[config.mk]
export PLATFORM = sky130hd
export DESIGN_NAME = fe_next_pc_gen
export DESIGN_NICKNAME = d
export VERILOG_FILES = /design/src/rtl/fe_next_pc_gen.sv
export SDC_FILE = /design/constraint.sdc
export NUM_CORES = 1
export LEC_CHECK = 0
export CAP_MARGIN = 20
export CORE_MARGIN = 3
export CORE_UTILIZATION = 50
export DETAILED_ROUTE_END_ITERATION = 8
export PLACE_DENSITY = 0.74
export SYNTH_ARGS = -nofsm -noshare
export SYNTH_HDL_FRONTEND = slang
export SYNTH_SLANG_ARGS = --single-unit
[constraint.sdc]
create_clock -name clk_i -period 3.1 [get_ports clk_i]
set_input_delay 0.93 -clock clk_i [delete_from_list [all_inputs] [get_ports clk_i]]
set_output_delay 0.93 -clock clk_i [all_outputs]
set_load 0.1 [all_outputs]
[src/rtl/fe_next_pc_gen.sv]
// ----------------------------------------------------------------------------
// fe_next_pc_gen
//
// Front-end next-PC generator with a speculative-branch checkpoint queue.
// It owns the fetch PC register. Fetch is redirected on decode-time taken
// branches and on backend mispredicts. For every speculative branch, the
// alternate (not-chosen) PC is saved. When that branch resolves as
// mispredicted, the saved PC is restored.
//
// Optional build macro: FE_NEXT_PC_STATS_EN
//   Adds saturating 16-bit counters for speculative pushes and mispredict pops.
//
// Ports
//   clk_i, reset_n_i      clock and synchronous active-low reset
//   fetch_v_o             fetch_pc_o is valid (1 from the first cycle after reset)
//   fetch_ready_i         fetch/I-cache accepts fetch_pc_o
//   fetch_pc_o            registered fetch PC
//   dec_v_i/dec_ready_o   handshake for the branch-control result bundle
//   dec_pc_i              PC of the decoded instruction
//   take_branch_i         static take decision
//   speculative_i         decision needs a checkpoint
//   branch_target_i       decoded branch target
//   resolve_v_i           backend resolves the oldest speculative branch
//   resolve_mispredict_i  that branch was mispredicted
//   flush_o               combinational kill of younger front-end state
//   spec_count_o          checkpoint queue occupancy
//   stat_spec_o           (FE_NEXT_PC_STATS_EN) speculative push count
//   stat_mispredict_o     (FE_NEXT_PC_STATS_EN) mispredict pop count
//   err_o                 sticky: resolve seen with an empty queue
// ----------------------------------------------------------------------------
module fe_next_pc_gen #(
   parameter int                     PC_WIDTH    = 16,
   parameter int                     INSTR_BYTES = 2,
   parameter int                     SPEC_DEPTH  = 4,
   parameter logic [PC_WIDTH-1:0]    RESET_PC    = '0,
   localparam int                    PTR_W       = $clog2(SPEC_DEPTH),
   localparam int                    CNT_W       = PTR_W + 1
) (
   input  logic                clk_i,
   input  logic                reset_n_i,
   output logic                fetch_v_o,
   input  logic                fetch_ready_i,
   output logic [PC_WIDTH-1:0] fetch_pc_o,
   input  logic                dec_v_i,
   output logic                dec_ready_o,
   input  logic [PC_WIDTH-1:0] dec_pc_i,
   input  logic                take_branch_i,
   input  logic                speculative_i,
   input  logic [PC_WIDTH-1:0] branch_target_i,
   input  logic                resolve_v_i,
   input  logic                resolve_mispredict_i,
   output logic                flush_o,
   output logic [CNT_W-1:0]    spec_count_o,
`ifdef FE_NEXT_PC_STATS_EN
   output logic [15:0]         stat_spec_o,
   output logic [15:0]         stat_mispredict_o,
`endif
   output logic                err_o
);

   logic [PC_WIDTH-1:0] fetch_pc_q, fetch_pc_d;
   logic                fetch_v_q;
   logic [PTR_W-1:0]    wr_ptr_q, wr_ptr_d;
   logic [PTR_W-1:0]    rd_ptr_q, rd_ptr_d;
   logic [CNT_W-1:0]    cnt_q, cnt_d;
   logic                err_q, err_d;
   logic [PC_WIDTH-1:0] ckpt_q [SPEC_DEPTH];

   logic                pop, pop_ok, mispredict, full, xfer, push;
   logic [PC_WIDTH-1:0] alt_pc;

`ifdef FE_NEXT_PC_STATS_EN
   logic [15:0] stat_spec_q, stat_spec_d;
   logic [15:0] stat_mis_q, stat_mis_d;
`endif

   always_comb begin
      pop         = resolve_v_i && (cnt_q != '0);
      mispredict  = pop && resolve_mispredict_i;
      pop_ok      = pop && !resolve_mispredict_i;
      full        = (cnt_q == CNT_W'(SPEC_DEPTH));
      // A non-mispredict pop frees a slot this cycle, so a full queue can still accept.
      dec_ready_o = !(full && speculative_i && !pop_ok);
      // A mispredict kills any same-cycle decode transfer.
      xfer        = dec_v_i && dec_ready_o && !mispredict;
      push        = xfer && speculative_i;
      alt_pc      = take_branch_i ? (dec_pc_i + PC_WIDTH'(INSTR_BYTES)) : branch_target_i;

      fetch_pc_d = fetch_pc_q;
      if (mispredict)
         fetch_pc_d = ckpt_q[rd_ptr_q];
      else if (xfer && take_branch_i)
         fetch_pc_d = branch_target_i;
      else if (fetch_v_q && fetch_ready_i)
         fetch_pc_d = fetch_pc_q + PC_WIDTH'(INSTR_BYTES);

      wr_ptr_d = wr_ptr_q;
      rd_ptr_d = rd_ptr_q;
      cnt_d    = cnt_q;
      if (mispredict) begin
         wr_ptr_d = '0;
         rd_ptr_d = '0;
         cnt_d    = '0;
      end else begin
         // Pointers wrap naturally since SPEC_DEPTH is a power of two.
         if (push)   wr_ptr_d = wr_ptr_q + 1'b1;
         if (pop_ok) rd_ptr_d = rd_ptr_q + 1'b1;
         if (push && !pop_ok)      cnt_d = cnt_q + 1'b1;
         else if (!push && pop_ok) cnt_d = cnt_q - 1'b1;
      end

      err_d = err_q || (resolve_v_i && (cnt_q == '0));

`ifdef FE_NEXT_PC_STATS_EN
      stat_spec_d = stat_spec_q;
      stat_mis_d  = stat_mis_q;
      if (push && (stat_spec_q != 16'hFFFF))      stat_spec_d = stat_spec_q + 16'd1;
      if (mispredict && (stat_mis_q != 16'hFFFF)) stat_mis_d  = stat_mis_q + 16'd1;
`endif
   end

   always_ff @(posedge clk_i) begin
      if (!reset_n_i) begin
         fetch_pc_q <= RESET_PC;
         fetch_v_q  <= 1'b0;
         wr_ptr_q   <= '0;
         rd_ptr_q   <= '0;
         cnt_q      <= '0;
         err_q      <= 1'b0;
`ifdef FE_NEXT_PC_STATS_EN
         stat_spec_q <= '0;
         stat_mis_q  <= '0;
`endif
      end else begin
         fetch_pc_q <= fetch_pc_d;
         fetch_v_q  <= 1'b1;
         wr_ptr_q   <= wr_ptr_d;
         rd_ptr_q   <= rd_ptr_d;
         cnt_q      <= cnt_d;
         err_q      <= err_d;
`ifdef FE_NEXT_PC_STATS_EN
         stat_spec_q <= stat_spec_d;
         stat_mis_q  <= stat_mis_d;
`endif
      end
   end

   // Checkpoint storage is pure data; occupancy tracking makes its reset unnecessary.
   always_ff @(posedge clk_i) begin
      if (push) ckpt_q[wr_ptr_q] <= alt_pc;
   end

   assign fetch_pc_o   = fetch_pc_q;
   assign fetch_v_o    = fetch_v_q;
   assign flush_o      = mispredict;
   assign spec_count_o = cnt_q;
   assign err_o        = err_q;
`ifdef FE_NEXT_PC_STATS_EN
   assign stat_spec_o       = stat_spec_q;
   assign stat_mispredict_o = stat_mis_q;
`endif

endmodule

==> flow_metrics.tcl <==
set metrics [dict create \
    antenna_cells 0 \
    tightest_slew_ns 0.797 \
    clk_pin_slew_ns 0.09 \
    slowest_stage "clkdlybuf4s50_1" \
    synth.cell_area_sq_um 4330 \
    synth_most_common_cell "edfxtp_1" \
    synth_compound_area_share_pct 9.67 \
    pre_cts_ws_ns -0.146 \
    synth_adder_area_share_pct 2.48 \
    status "completed" \
    core_area_sq_um 8300 \
    num_io_pins 63 \
    dp_hpwl_mm 7.02 \
    register_area_sq_um 2470 \
    yosys-mux-area-fraction_pct 9.53 \
    rsz0062_at_grt "false" \
    met2_usage_pct 32.2 \
    avgSynthCellArea_sq_um 12.5 \
    crit_type "primary input to output pin" \
    ys_top_cells_by_area "edfxtp_1 44%, dfxtp_1 12%, mux4_2 8.3%" \
    grtUsageMet3_pct 3.23 \
    grt_overflow_total 0 \
    postCtsResizedCells 0 \
    die-height_um 99.1 \
    rows 33 \
    crit_fanout 3 \
    cts_buffers 9 \
    vias 3058 \
    regToRegSetupSlack_ns 0.89 \
    syn_to_final_growth_pct 23.4 \
    avgViaCountPerCell 5.74 \
    cts_tree "done" \
    synthArstFlopShare_pct 0 \
    cts_hold_buf 0 \
    portBuffers 62 \
    skew_ns 0.0108 \
    yosysSeqAreaShare_pct 56.8 \
    peakVddDrop_mv 0.251 \
    wl_per_cell_um 18.1 \
    cap_violations 0 \
    antenna_found_initial 0 \
    cp.arrival_ns 2.05 \
    yosysTopAreaCell "edfxtp_1" \
    fin_ws_ns 0.121 \
    fillers 616 \
    syn_nets 396 \
    synth_top_family_by_area "simple AND/OR/NAND/NOR gates" \
    grt.total_usage_pct 20.8 \
    drc 0 \
    synthTopCellsByCount "64 x edfxtp_1, 40 x nor2_1, 27 x dfxtp_1" \
    cp-end-kind "output pin" \
    nets 471 \
    cts_setup_buffers 0 \
    root_buffer "clkbuf_8" \
    min_period_ns 2.98 \
    gp_congestion 0.858 \
    relSlewSlack_pct 46.8 \
    use_met1_pct 30.1 \
    synth_flop_cell "edfxtp_1" \
    worstSkewPairLatency_ns 0.35 \
    ys_types 48 \
    synth_top_area_share_pct 44.4 \
    max_freq_mhz 336 \
    ctsLongestPathBuffers 2 \
    wl_mm 9.65 \
    final_antenna_net_count 0 \
    hp-class "flip-flop to flip-flop" \
    cellLeakagePower_nw 1.86 \
    ys_ff_latch 91 \
    multi_input_area_sq_um 1750 \
    grt_max_degree 31 \
    synthCells 348 \
    hold_violations 0 \
    top_usage_layer "met2" \
    layout_worst_path_cycle_share_pct 96.1 \
    setup_tns_ns 0 \
    start_kind "primary input" \
    worstPathCellList "clkdlybuf4s50_1 > buf_4 > o311ai_2 > inv_1 > buf_12" \
    cts-htree-levels 3 \
    ys.warnings.count 0 \
    cpPeakStageDelay_ns 0.48 \
    clkSinkCount 91 \
    slew_viol_final 0 \
    start_util_pct 52.2 \
    drive_above_1_share_pct 20.6 \
    power_density_nw_per_um2 689 \
    finalSetupViolations 0 \
    synth_simple_gate_area_share_pct 12.9 \
    die_area_sq_um 9820 \
    synth_edf_count 64 \
    die-width_um 99.1 \
    grt_pass1_wl_mm 15.7 \
    grt_pass1_vias 3028 \
    synth_xor_area_share_pct 5.66 \
    drt_iter0_drc 271 \
    firstDrtPassIters 5 \
    holdWs_ns 0.497 \
    cp.required_ns 2.17 \
]
power by group:
group | switching (mW) | internal [mW]
Clock | 0.408 | 0.373
Sequential | 0.129 | 1.43
Combinational | 0.894 | 0.448
Total | 1.43 | 2.26
stage by stage:
step	instance area (sq um)	power [mW]	instances	util, %
floorplan	4340	2.57	348	-
global placement	5160	2.92	517	62.1
detailed placement	5160	2.93	517	62.1
CTS	5350	3.70	533	64.5
global route	5350	3.85	533	64.5
finish	5350	3.69	533	64.5
cell usage in the layout, fill, tap and decap left out, drive strengths merged, types with 2 or more instances in the layout:
cell type	synthesis	layout
clkdlybuf4s50	0	39
o211a	2	2
clkinv	0	2
mux2	2	2
edfxtp	64	64
nand3	19	19
xor2	16	16
o21ai	15	15
nor4	3	3
nand2	19	19
clkbuf	6	10
ha	7	7
a311oi	4	4
a211oi	3	3
mux2i	3	3
and2	6	6
and4	3	3
or3	5	5
o21a	2	2
dfxtp	27	27
mux4	16	16
o31ai	2	2
xnor2	12	12
clkinvlp	0	2
nor2	40	40
inv	8	9
a21oi	21	21
a31oi	4	4
buf	11	42
nor3	10	10
nand4	5	5
final timing paths:
path | start | cells past startpoint | to
worst max-delay path | resolve_v_i | 5 | flush_o
worst min register to register | err_o | 2 | err_o
worst max register to register | spec_count_o[2] | 8 | spec_count_o[2]
worst min-delay path | err_o | 2 | err_o
routing by layer:
metal	vias to the layer above	wire length (um)
li1	1458	-
met1	1462	4250
met2	127	4490
met3	11	766
met4	0	146
met5	-	0
logic make-up after synthesis:
| logic type | count (synthesis) |
|---|---|
| xor gates and xnor gates | 28 |
| AOI/OAI and AO/OA | 62 |
| adders and majority gates | 8 |
| buffers and inverters | 25 |
| and+or+nand+nor | 113 |
| muxes | 21 |
| DFF | 91 |
worst max-delay path: cells and delay by family:
kind,cells,cell delay (ns)
buffers and inverters,4,0.99
AO/OA/AOI/OAI,1,0.12
registers in the layout, indices dropped and copies added, names as in the netlist, named ones only:
register,flops
ckpt_q,64
fetch_pc_o,16
spec_count_o,3
rd_ptr_q,2
wr_ptr_q,2
err_o,1
fetch_v_o,1
area by class of cell:
class | count | share of cell area, %
clock buffers | 10 | 2.39
clock inverters | 6 | 1.19
inverters | 8 | 0.561
multi-input cells | 232 | 32.7
flip-flops and latches | 91 | 46.1
well taps | 105 | 2.46
repair buffers | 81 | 14.6
Power figures use the tool's default switching activity.
==> edit, RTL diff (config.mk and constraints unchanged) <==
Add an input register stage for `branch_target_i`, cleared by the reset; this delays it by one clock. The other inputs are not delayed to match.
--- a/src/rtl/fe_next_pc_gen.sv
+++ b/src/rtl/fe_next_pc_gen.sv
@@ -58,6 +58,16 @@
    output logic                err_o
 );
 
+   logic [PC_WIDTH-1:0] branch_target_q;
+
+   always_ff @(posedge clk_i) begin
+      if (!reset_n_i) begin
+         branch_target_q <= '0;
+      end else begin
+         branch_target_q <= branch_target_i;
+      end
+   end
+
    logic [PC_WIDTH-1:0] fetch_pc_q, fetch_pc_d;
    logic                fetch_v_q;
    logic [PTR_W-1:0]    wr_ptr_q, wr_ptr_d;
@@ -84,13 +94,13 @@
       // A mispredict kills any same-cycle decode transfer.
       xfer        = dec_v_i && dec_ready_o && !mispredict;
       push        = xfer && speculative_i;
-      alt_pc      = take_branch_i ? (dec_pc_i + PC_WIDTH'(INSTR_BYTES)) : branch_target_i;
+      alt_pc      = take_branch_i ? (dec_pc_i + PC_WIDTH'(INSTR_BYTES)) : branch_target_q;
 
       fetch_pc_d = fetch_pc_q;
       if (mispredict)
          fetch_pc_d = ckpt_q[rd_ptr_q];
       else if (xfer && take_branch_i)
-         fetch_pc_d = branch_target_i;
+         fetch_pc_d = branch_target_q;
       else if (fetch_v_q && fetch_ready_i)
          fetch_pc_d = fetch_pc_q + PC_WIDTH'(INSTR_BYTES);
 
Formal check against the unedited RTL: not equivalent (a bounded check fails within 4 cycles, from zero or initial values and one cycle with reset_n_i low).
==> edit against the unedited design <==
- final area increased by 11%
- hold slack improved by 6.2 ps
- power increased by 10%
- fmax decreased by 0.54%
- core utilization decreased by 0.61 points
- global-route usage about the same
- sequential cell count increased by 16
- die area increased by 12%
- register-to-register slack got worse by 80 ps
- sequential power increased by 15%
- synthesized area increased by 12%
- wire length increased by 13%
- worst setup slack got worse by 16 ps
- largest power group unchanged
==> edit: results (changes against the unedited design) <==
status=completed; Syn Nets=444 (+12%); leak pwr=2.08 nW (+12%); number of port buffers=62 (unchanged); clk buf depth=2 (unchanged); first-pass GRT wire length=17.9 mm (+14%); worst slew pin tran=558 ps (-239 ps); largest net degree at the start of global routing=31 (unchanged); Power Internal=2.52 mW (+12%); per-cell routed wire length=18.0 µm (-0.82%); GRT Total Usage=20.7% (about the same); Setup WS pre-CTS=-85.1 ps (+60.5 ps); antenna fix cells=0 (unchanged); total CTS buffers=9 (unchanged); Mapped Cells=396 (+14%); reg2reg start=spec_count_o[1]$_SDFFE_PP0P_; clk slew on worst S/H paths=110 ps (+20 ps); dpl hpwl=7.87 mm (+12%); Yosys cell types=52 (+8.3%); Final Wtd Congestion=0.827 (-3.6%); H-tree levels=3 (unchanged); final-stage net count=522 (+11%); Synth area leaders=edfxtp_1 40%, dfxtp_1 18%, mux4_2 7.4%; Post-synth top cells=64 x edfxtp_1, 43 x dfxtp_1, 33 x nor2_1; Placed Area=5740 µm² (+11%); HP Start=err_o$_SDFF_PN0_; top fanout value on the critical path=2 (-1); Reg2Reg Depth=9 (+1); initial antenna violation count=0 (unchanged); clk_lat worst skew=370 ps (+20 ps); DRT met1 WL=4.88 mm (+15%); critical path's top delay family=buffers and inverters; met2 wire len=5.13 mm (+14%); r2r setup slk=810 ps (-80 ps); vias in the first global route=3400 (+12%); DR iter-0 viols=279 (+3.0%); DR vias=3409 (+11%); Hold Slack=504 ps (+6.24 ps); WL met3=771 µm (+0.65%); peak supply drop=0.358 mV (+43%); Top reg by flops=ckpt_q; fraction of layout instances using a drive strength above 1=20.0% (-0.52 points); Ys Warns=0 (unchanged); sequential area share after synthesis=57.2% (+0.37 points); vias per cell=5.61 (-2.3%); CTS resizes=0 (unchanged); dpl cells=592 (+15%); clock skew=12.2 ps (+1.38 ps)
## edit: worst min-delay path, stage by stage, from the launching register on
cell and delay [ps]:
dfxtp_1 350, a21oi_1 40, nor2b_1 90
## edit: metal layers
layer	vias up	track usage (%)
met1	1636	29.7
met2	132	32.7
met5	-	0
met3	16	3.71
met4	0	5.90
li1	1625	-
## edit: power groups by stage
stage	Combinational, mW	Sequential (mW)	Clock, mW
final	1.37	1.80	0.907
after CTS	1.37	1.80	0.930
after global placement	1.35	1.82	0
after floorplan	0.583	2.23	0
after detailed placement	1.36	1.83	0
after global routing	1.46	1.82	0.982
## edit: layout make-up
cell class	count	area [µm²]
clock buffers	9	124
clock inverters	7	92.6
fillers	740	3370
inverters	9	33.8
multi-input cells	261	1940
flip-flops and latches	107	2790
well taps	129	161
repair buffers	86	818
## edit: worst max-delay path by stage
stage                          from                      endpoint  slack (ps)
2_1_floorplan  resolve_mispredict_i  spec_count_o[2]$_SDFFE_PP0P_         -40
3_3_place_gp          speculative_i  spec_count_o[2]$_SDFFE_PP0P_          40
3_5_place_dp          speculative_i  spec_count_o[2]$_SDFFE_PP0P_         -90
4_1_cts                 resolve_v_i                       flush_o          90
5_1_grt                 resolve_v_i                       flush_o          60
6_report                resolve_v_i                       flush_o         100
## edit: logic make-up (layout without fill, tap and decap cells)
kind of cell / count (synthesis) / in the layout / synth area share (%)
muxes: 21 / 21 / 8.49
buffers and inverters: 28 / 111 / 3.01
and+or+nand+nor: 128 / 128 / 13.7
xor gates and xnor gates: 28 / 28 / 5.04
AOI/OAI and AO/OA: 76 / 76 / 10.3
adders and majority gates: 8 / 8 / 2.21
DFF: 107 / 107 / 57.2
